<file path="config.mk">
export PLATFORM = sky130hd
export DESIGN_NAME = mib_master
export DESIGN_NICKNAME = d
export VERILOG_FILES = /design/src/rtl/mib_pkg.sv /design/src/rtl/mib_master.sv
export SDC_FILE = /design/constraint.sdc
export NUM_CORES = 1
export LEC_CHECK = 0
export ABC_AREA = 1
export BUFFER_PORTS_ARGS = -buffer_cell sky130_fd_sc_hd__buf_2
export CORE_MARGIN = 5
export CORE_UTILIZATION = 43
export CTS_CLUSTER_DIAMETER = 200
export CTS_CLUSTER_SIZE = 8
export DETAILED_ROUTE_END_ITERATION = 16
export PLACE_DENSITY_LB_ADDON = 0.1
export SLEW_MARGIN = 20
export SYNTH_ARGS = -nofsm -noshare
export SYNTH_HDL_FRONTEND = slang
export SYNTH_SLANG_ARGS = --single-unit
</file>
<file path="constraint.sdc">
create_clock -name i_sys_clk -period 3.1 [get_ports i_sys_clk]
set_clock_uncertainty 0.1 [all_clocks]
set_input_delay 0 -clock i_sys_clk [delete_from_list [all_inputs] [get_ports i_sys_clk]]
set_output_delay 0 -clock i_sys_clk [all_outputs]
set_load 0.05 [all_outputs]
</file>
<file path="src/rtl/mib_pkg.sv">
// Shared widths, state encoding and timeout defaults for the MIB master.
// The master timeout is kept here next to the slave timeout it must exceed.
package mib_pkg;
    localparam int MIB_ADDR_BITS = 24;
    localparam int MIB_D_BITS    = 16;
    localparam int CMD_DATA_BITS = 32;

    localparam int                       SLV_CMD_ACK_TIMEOUT_CLKS = 16;
    localparam int                       MIB_ACK_TIMEOUT_CLKS     = 2 * SLV_CMD_ACK_TIMEOUT_CLKS;
    localparam logic [CMD_DATA_BITS-1:0] MIB_TIMEOUT_RDATA        = 32'hBAD0_BAD0;

    typedef enum logic [3:0] {
        IDLE,
        ADDR_HI,
        ADDR_LO,
        WDATA_HI,
        WDATA_LO,
        TURN,
        WAIT_ACK,
        RDATA_LO,
        DONE,
        TOUT
    } mib_state_e;
endpackage

</file>
<file path="src/rtl/mib_master.sv">
// Serialises 32-bit fmc_slave commands onto the 16-bit shared MIB bus.
// All bus and command outputs decode from the state register so reset drops them at once.
module mib_master
    import mib_pkg::*;
#(
    parameter int                       P_MIB_ACK_TIMEOUT_CLKS = MIB_ACK_TIMEOUT_CLKS,
    parameter logic [CMD_DATA_BITS-1:0] P_TIMEOUT_RDATA        = MIB_TIMEOUT_RDATA
) (
    input  logic                     i_sys_clk,
    input  logic                     i_sys_rst,
    input  logic                     i_cmd_sel,
    input  logic                     i_cmd_rd_wr_n,
    input  logic [MIB_ADDR_BITS-1:0] i_cmd_byte_addr,
    input  logic [CMD_DATA_BITS-1:0] i_cmd_wdata,
    output logic                     o_cmd_ack,
    output logic [CMD_DATA_BITS-1:0] o_cmd_rdata,
    output logic                     o_cmd_timeout,
    output logic                     o_busy,
    output logic                     o_mib_start,
    output logic                     o_mib_rd_wr_n,
    output logic [MIB_D_BITS-1:0]    o_mib_d,
    output logic                     o_mib_d_oe,
    input  logic [MIB_D_BITS-1:0]    i_mib_d,
    input  logic                     i_mib_slave_ack
);
    localparam int TW = $clog2(P_MIB_ACK_TIMEOUT_CLKS + 1);

    mib_state_e               state_q, state_d;
    logic                     sel_q, sel_dq;
    logic                     rd_q;
    logic [MIB_ADDR_BITS-1:0] addr_q;
    logic [CMD_DATA_BITS-1:0] wdata_q;
    logic [CMD_DATA_BITS-1:0] rdata_q;
    logic [TW-1:0]            timer_q;

    logic sel_rise, timer_last;
    assign sel_rise   = sel_q & ~sel_dq;
    assign timer_last = (timer_q == TW'(P_MIB_ACK_TIMEOUT_CLKS - 1));

    always_ff @(posedge i_sys_clk or posedge i_sys_rst) begin
        if (i_sys_rst) begin
            state_q <= IDLE;
            sel_q   <= 1'b0;
            sel_dq  <= 1'b0;
            rd_q    <= 1'b1;
            addr_q  <= '0;
            wdata_q <= '0;
            rdata_q <= '0;
            timer_q <= '0;
        end else begin
            state_q <= state_d;
            sel_q   <= i_cmd_sel;
            sel_dq  <= sel_q;
            if (state_q == IDLE && sel_rise) begin
                rd_q    <= i_cmd_rd_wr_n;
                addr_q  <= i_cmd_byte_addr;
                wdata_q <= i_cmd_wdata;
                rdata_q <= '0;
            end
            if (state_q == TURN)
                timer_q <= '0;
            else if (state_q == WAIT_ACK)
                timer_q <= timer_q + 1'b1;
            if (state_q == WAIT_ACK && i_mib_slave_ack && rd_q)
                rdata_q[31:16] <= i_mib_d;
            if (state_q == RDATA_LO)
                rdata_q[15:0] <= i_mib_d;
        end
    end

    always_comb begin
        state_d = state_q;
        case (state_q)
            IDLE:     if (sel_rise) state_d = ADDR_HI;
            ADDR_HI:  state_d = ADDR_LO;
            ADDR_LO:  state_d = rd_q ? TURN : WDATA_HI;
            WDATA_HI: state_d = WDATA_LO;
            WDATA_LO: state_d = TURN;
            TURN:     state_d = WAIT_ACK;
            // ack takes priority over a coincident timeout
            WAIT_ACK: begin
                if (i_mib_slave_ack) state_d = rd_q ? RDATA_LO : DONE;
                else if (timer_last) state_d = TOUT;
            end
            RDATA_LO: state_d = DONE;
            DONE:     state_d = IDLE;
            TOUT:     state_d = IDLE;
            default:  state_d = IDLE;
        endcase
    end

    always_comb begin
        o_mib_start   = 1'b0;
        o_mib_d_oe    = 1'b0;
        o_mib_d       = '0;
        o_mib_rd_wr_n = (state_q == IDLE) ? 1'b1 : rd_q;
        o_cmd_ack     = 1'b0;
        o_cmd_timeout = 1'b0;
        o_cmd_rdata   = '0;
        o_busy        = (state_q != IDLE);
        case (state_q)
            ADDR_HI: begin
                o_mib_start = 1'b1;
                o_mib_d_oe  = 1'b1;
                o_mib_d     = {8'h00, addr_q[23:16]};
            end
            ADDR_LO: begin
                o_mib_d_oe = 1'b1;
                o_mib_d    = addr_q[15:0];
            end
            WDATA_HI: begin
                o_mib_d_oe = 1'b1;
                o_mib_d    = wdata_q[31:16];
            end
            WDATA_LO: begin
                o_mib_d_oe = 1'b1;
                o_mib_d    = wdata_q[15:0];
            end
            DONE: begin
                o_cmd_ack   = 1'b1;
                o_cmd_rdata = rd_q ? rdata_q : '0;
            end
            TOUT: begin
                o_cmd_ack     = 1'b1;
                o_cmd_timeout = 1'b1;
                o_cmd_rdata   = rd_q ? P_TIMEOUT_RDATA : '0;
            end
            default: ;
        endcase
    end
endmodule
</file>
==> metrics, run 1 <==
Post-CTS Repair Setup Buffers 0; area share of the largest cell type after synthesis 51.7%; final antenna diode count 0; asr flop ratio synth 100%; multiplexer share of the synthesized area 0%; Final min period 2300 ps; Synth area leaders sky130_fd_sc_hd__dfrtp_1 52%, sky130_fd_sc_hd__nand2_1 11%, sky130_fd_sc_hd__inv_1 9.2%, sky130_fd_sc_hd__o21ai_0 5.1%, sky130_fd_sc_hd__o22ai_1 4.1%; transition time at the pin with the least slew margin 836 ps; final cycle utilization of the critical path 74.0%; number of vias in the routed layout 4308; number of hold-slack violations in the final timing report 0; final std cell area, no fill 0.00657 mm²; Layout area overhead 35.8%; clock tree from TritonCTS done; met1 track demand over resource in global routing 26.5%; initial detailed-routing violation count 291; largest net degree at the start of global routing 87; Nets 848; number of levels the H-tree was split into 3; Global Route Usage Sum 19.7%; fraction of the mapped netlist area in compound gates 13.8%; CP endpoint kind output pin; post-synthesis simple-gate area fraction 20.1%; cell count after synthesis 576; routed length per instance 13.7 µm; cell count after placement 823; number of flip-flops and latches in the synthesized netlist 101; leading cell types in the layout, fill and taps excluded 137 x sky130_fd_sc_hd__nand2_1, 130 x sky130_fd_sc_hd__buf_2, 118 x sky130_fd_sc_hd__inv_1; total negative setup slack 0 ps; layer with the highest usage after global routing met2; Die Height 116 µm; antenna violations before repair 0; fraction of final layout cells sized beyond drive strength 1 24.3%; Setup violations, final 0; Required @ worst endpoint 3000 ps; Top FF cell, synth sky130_fd_sc_hd__dfrtp_1; via count of the first global-routing pass 4369; Power Total 5.73 mW; area of the mapped netlist 0.00484 mm²; category of cells accounting for the largest share of critical-path delay buffers and inverters; HP Class primary input to flop; global-route met2 utilization 32.6%; minimum setup slack in the final design 805 ps; number of max-slew violations in the final report 0; leftover overflow at the end of global routing 0; number of hold buffers added after cts 76; number of buffers added by the clock tree synthesis step 9; endpoint arrival time on the critical path 2200 ps; cell at the root of the clock tree sky130_fd_sc_hd__clkbuf_16; classification of the worst setup path flop to output pin; Cell Pwr Density 871 mW/mm²; worst setup slack after placement 1030 ps; DIE WIDTH 116 µm; drt drc 0; cell type with the highest aggregate area in the netlist sky130_fd_sc_hd__dfrtp_1; global-route wire length before repair 21100 µm; critical-path cell with the highest stage delay sky130_fd_sc_hd__dfrtp_1; non-filler cells in the finished layout 915; status complete, no violations; Fmax 436 MHz; placed cell areas 0.00550 mm²; number of buffers and inverters on the critical path 3; Sinks on Clock Net 101; number of library cell types mapped by synthesis 33; worst supply voltage drop on vdd 598 µV; Post-Syn Nets 654; longest individual stage delay on the worst path 550 ps; number of synthesis warnings 0; total I/O pin count 131; max-capacitance violation count 0; utilization of the core after routing 60.1%; xor and xnor fraction of the mapped netlist area 0%; Row Count 38; average size of a mapped cell 8.40 µm²; Worst Hold Margin 228 ps; Final HPWL DP 8030 µm; RSZ-0062 raised after global routing no; Die ar. 0.0135 mm²; Gates resized, CTS repair 0; Port-buffer cells 130; routed via count divided by cell count 4.71; worst max-slew margin expressed relative to the limit 44.2%; DRT antenna net count 0; Crit Path Max Fanout 16; leakage power total 3.52 nW; most common cell after layout, fill and taps aside sky130_fd_sc_hd__nand2_1; placeable core area 0.0109 mm²; number of fill cells in the layout 1005; largest family of logic cells by synthesized area simple AND/OR/NAND/NOR gates; Post-Route WL 12500 µm; Worst-Skew Late Latency 340 ps; First-pass DRT Iterations 7; Worst Setup Start Kind flop; EDFF count, synth 0; Post-Synth Adder-Cell Area 0.259%; GPL Wtd Cong 0.819; GR Util met3 2.90%; buffer levels on the longest clock path 2; Reg clk slew, reported paths 60 ps; cells along the critical path inv_1 -> nor2_1 -> nand2_1 -> inv_1 -> nand2_1 -> nand4_1 -> buf_2; initial standard-cell utilization of the core 44.3%; fraction of the yosys area taken by sequential cells 52.2%
## final cells by class
| type | count | area (µm²) | area share, % |
|---|---|---|---|
| Clock buffer | 13 | 270 | 4.11 |
| Clock inverter | 3 | 42.5 | 0.647 |
| Inverter | 125 | 477 | 7.25 |
| Multi-Input combinational cell | 325 | 1650 | 25.1 |
| Sequential cell | 101 | 2530 | 38.5 |
| Tap cell | 140 | 175 | 2.67 |
| Timing Repair Buffer | 208 | 1430 | 21.7 |
## cells by family (layout without fill, tap and decap cells)
| family | count (synthesis) | in the layout |
|---|---|---|
| adders and majority gates | 1 | 1 |
| and+or+nand+nor | 207 | 207 |
| buffers and inverters | 150 | 349 |
| DFF | 101 | 101 |
| AOI/OAI and AO/OA | 117 | 117 |
## Yosys cell counts (3+ instances only)
| library cell | instances |
|---|---|
| sky130_fd_sc_hd__dfrtp_1 | 100 |
| sky130_fd_sc_hd__buf_6 | 10 |
| sky130_fd_sc_hd__nor2_1 | 18 |
| sky130_fd_sc_hd__o21ai_1 | 14 |
| sky130_fd_sc_hd__buf_4 | 4 |
| sky130_fd_sc_hd__nand4_1 | 8 |
| sky130_fd_sc_hd__o21ai_0 | 49 |
| sky130_fd_sc_hd__nor3_2 | 10 |
| sky130_fd_sc_hd__nor2_4 | 4 |
| sky130_fd_sc_hd__nand3_1 | 13 |
| sky130_fd_sc_hd__a21oi_1 | 10 |
| sky130_fd_sc_hd__nand2_1 | 137 |
| sky130_fd_sc_hd__buf_2 | 3 |
| sky130_fd_sc_hd__inv_1 | 119 |
| sky130_fd_sc_hd__clkbuf_1 | 7 |
| sky130_fd_sc_hd__o22ai_1 | 32 |
| sky130_fd_sc_hd__nor3_1 | 6 |
| sky130_fd_sc_hd__nand2_2 | 6 |
| sky130_fd_sc_hd__inv_2 | 4 |
| sky130_fd_sc_hd__a21oi_2 | 9 |
## registers in the layout, summed over array words and instances, names as in the netlist
signal / cells
addr_q: 24
rd_q: 1
rdata_q: 32
sel_dq: 1
sel_q: 1
state_q: 4
timer_q: 6
wdata_q: 32
## power by group
group	total (mW)	internal [mW]	switching, mW
Sequential	2.15	1.86	0.289
Clock	1.16	0.691	0.472
Combinational	2.41	0.672	1.74
Total	5.73	3.23	2.50
## metal layers
metal	up-vias	wire length, µm
li1	2178	-
met1	1984	5640
met2	129	6020
met3	17	673
met4	0	204
met5	-	0
## path summary, 6_finish.rpt
kind | startpoint | endpoint | slack [ps] | cells past startpoint
max in group asynchronous | i_sys_rst | rdata_q[1]$_DFFE_PP0P_ | 1870 | 4
worst max-delay path | state_q[1]$_DFFE_PP0P_ | o_mib_d[6] | 800 | 7
worst min-delay path | i_cmd_sel | sel_q$_DFF_PP0_ | 230 | 2
min in group asynchronous | i_sys_rst | addr_q[16]$_DFFE_PP0P_ | 290 | 3
worst max register to register | state_q[1]$_DFFE_PP0P_ | wdata_q[5]$_DFFE_PP0P_ | 1030 | 5
worst min register to register | sel_q$_DFF_PP0_ | sel_dq$_DFF_PP0_ | 270 | 0
(Power assumes the default switching activity.)
==> inputs of run 2 (changes only) <==
- clock period: 3.1 -> 2 ns (I/O delays scaled with it)
==> run 2 against run 1 <==
First-iteration DRC count fell by 16%. Sequential cell count did not move. Sequential power rose by 55%. Critical path type unchanged. Routed wire length rose by 0.84%. Cell count rose by 0.98%. Clock-buffer cell count fell by 3. Die area did not move. Non-clock buffer count rose by 10. Sequential share of layout area fell by 1.8 points.
==> metrics, run 2 (synthesized netlist as in run 1, its figures left out) <==
number of levels the H-tree was split into 3 (unchanged); Worst Setup Start Kind flop; worst setup slack after placement 241 ps (-789 ps); buffer levels on the longest clock path 2 (unchanged); number of hold-slack violations in the final timing report 0 (unchanged); placed cell areas 0.00568 mm² (+3.4%); final antenna diode count 0 (unchanged); global-route wire length before repair 21300 µm (+1.2%); flop2flop setup slack 270 ps (-760 ps); terminus of the critical flop-to-flop path rdata_q[10]$_DFFE_PP0P_; RSZ-0062 raised after global routing yes; Detail Route met2 WL 6040 µm (+0.35%); leading cell types in the layout, fill and taps excluded 137 x sky130_fd_sc_hd__nand2_1, 118 x sky130_fd_sc_hd__inv_1, 98 x sky130_fd_sc_hd__dfrtp_1, 98 x sky130_fd_sc_hd__buf_2, 76 x sky130_fd_sc_hd__dlygate4sd3_1; number of max-slew violations in the final report 0 (unchanged); Die Height 116 µm (unchanged); total I/O pin count 131 (unchanged); minimum setup slack in the final design 42.3 ps (-763 ps); max-capacitance violation count 0 (unchanged); Setup violations, final 0 (unchanged); met3 layer wire length in the routed design 745 µm (+11%); antenna violations before repair 0 (unchanged); Post-Route WL 12600 µm (+0.84%); Global Route Usage Sum 19.6% (-0.053 points); worst max-slew margin expressed relative to the limit 63.8% (+20 points); Required @ worst endpoint 1900 ps (-1100 ps); longest individual stage delay on the worst path 410 ps (-140 ps); area of combinational cells with multiple inputs 0.00177 mm² (+6.9%); Top cell by count, worst path sky130_fd_sc_hd__nand2_1; Critical path origin state_q[2]$_DFFE_PP0P_; placeable core area 0.0109 mm² (unchanged); total number of cells along the worst setup path 7 (unchanged); DIE WIDTH 116 µm (unchanged); routed length per instance 13.7 µm (-0.14%); Sinks on Clock Net 101 (unchanged); leakage power total 3.61 nW (+2.6%); number of buffers added by the clock tree synthesis step 9 (unchanged); fraction of final layout cells sized beyond drive strength 1 26.9% (+2.7 points); endpoint arrival time on the critical path 1860 ps (-340 ps); leading registers by flop count rdata_q x32, wdata_q x32, addr_q x24; timing endpoint of the critical path o_mib_d[0]; Nets 858 (+1.2%); reg-to-reg startpoint state_q[2]$_DFFE_PP0P_; Crit Path Max Fanout 16 (unchanged); utilization of the core after routing 63.0% (+2.9 points); status complete, no violations; Final HPWL DP 8160 µm (+1.7%); critical-path cell with the highest stage delay sky130_fd_sc_hd__dfrtp_1; Met1 Routed Length 5760 µm (+2.1%); Reg clk slew, reported paths 70 ps (about the same); Row Count 38 (unchanged); GPL Wtd Cong 0.803 (-1.9%); worst supply voltage drop on vdd 824 µV (+38%); cells along the critical path nor2_2 -> nand2_1 -> inv_1 -> buf_12 -> nand2_1 -> nand4_1 -> buf_2; largest net degree at the start of global routing 102 (+17%); transition time at the pin with the least slew margin 543 ps (-293 ps); max layer used met4; Port-buffer cells 130 (unchanged); most common cell after layout, fill and taps aside sky130_fd_sc_hd__nand2_1; initial detailed-routing violation count 245 (-16%); routed via count divided by cell count 4.72 (+0.31%); Fmax 511 MHz; worst reg-to-reg path cell count 4 (-1); Die ar. 0.0135 mm² (unchanged); final std cell area, no fill 0.00689 mm² (+4.9%); via count of the first global-routing pass 4438 (+1.6%); number of vias in the routed layout 4364 (+1.3%); clock tree from TritonCTS done; initial standard-cell utilization of the core 44.3% (unchanged); cell at the root of the clock tree sky130_fd_sc_hd__clkbuf_16; number of buffers and inverters on the critical path 3 (unchanged); HP Class primary input to flop; Layout area overhead 42.4%; drt drc 0 (unchanged); leftover overflow at the end of global routing 0 (unchanged); Register Area 0.00253 mm² (about the same); category of cells accounting for the largest share of critical-path delay simple AND/OR/NAND/NOR gates; Cell Pwr Density 1350 mW/mm² (+55%); First-pass DRT Iterations 4 (-3); CP endpoint kind output pin; Final min period 1960 ps; number of fill cells in the layout 949 (-5.6%); DRT antenna net count 0 (unchanged); final cycle utilization of the critical path 97.9%; classification of the worst setup path flop to output pin; Worst-Skew Late Latency 340 ps (about the same)
## run 2: metal layers
metal,up-vias,GRT usage [%]
met3,6,3.68
met5,-,0
li1,2203,-
met2,116,33.9
met4,0,4.25
met1,2039,25.9
## run 2: worst min-delay path by stage
stage	startpoint	end	slack, ps	cells after the start
2_1_floorplan	i_cmd_sel	sel_q$_DFF_PP0_	-70	0
3_3_place_gp	i_cmd_sel	sel_q$_DFF_PP0_	20	1
6_report	i_cmd_sel	sel_q$_DFF_PP0_	220	2
3_5_place_dp	i_cmd_sel	sel_q$_DFF_PP0_	20	1
4_1_cts	i_cmd_sel	sel_q$_DFF_PP0_	210	2
5_1_grt	i_cmd_sel	sel_q$_DFF_PP0_	230	2
## run 2: power by group
group | internal, mW | leakage [nW] | switching [mW]
Combinational | 1.26 | 2.19 | 2.85
Sequential | 2.89 | 1.27 | 0.453
Clock | 1.10 | 0.145 | 0.753
## run 2: layout make-up
| type | instances | area share [%] |
|---|---|---|
| multi-input combinational | 325 | 25.6 |
| tap | 140 | 2.54 |
| clock inverter | 5 | 1.22 |
| inverter | 125 | 6.99 |
| sequential | 101 | 36.7 |
| clock buffer | 10 | 3.32 |
| timing repair buffer | 218 | 23.6 |
## run 2: timing repair
item | 4_1_cts | 5_1_grt
setup buffers | 0 | 2
setup endpoints to repair | 37 | 34
endpoints found under the hold margin | 193 | 0
gates resized for setup | 6 | 43
hold buffers | 76 | 0
## run 2: through the flow
stage	cells	hold slack, ps	total power [mW]	TNS [ps]
6_report	924	221	9.30	0
5_1_grt	924	233	9.92	-442
4_1_cts	922	206	9.24	0
3_5_place_dp	831	22.0	7.23	0
3_3_place_gp	831	20.4	7.13	0
2_1_floorplan	576	-68.6	6.29	-1700
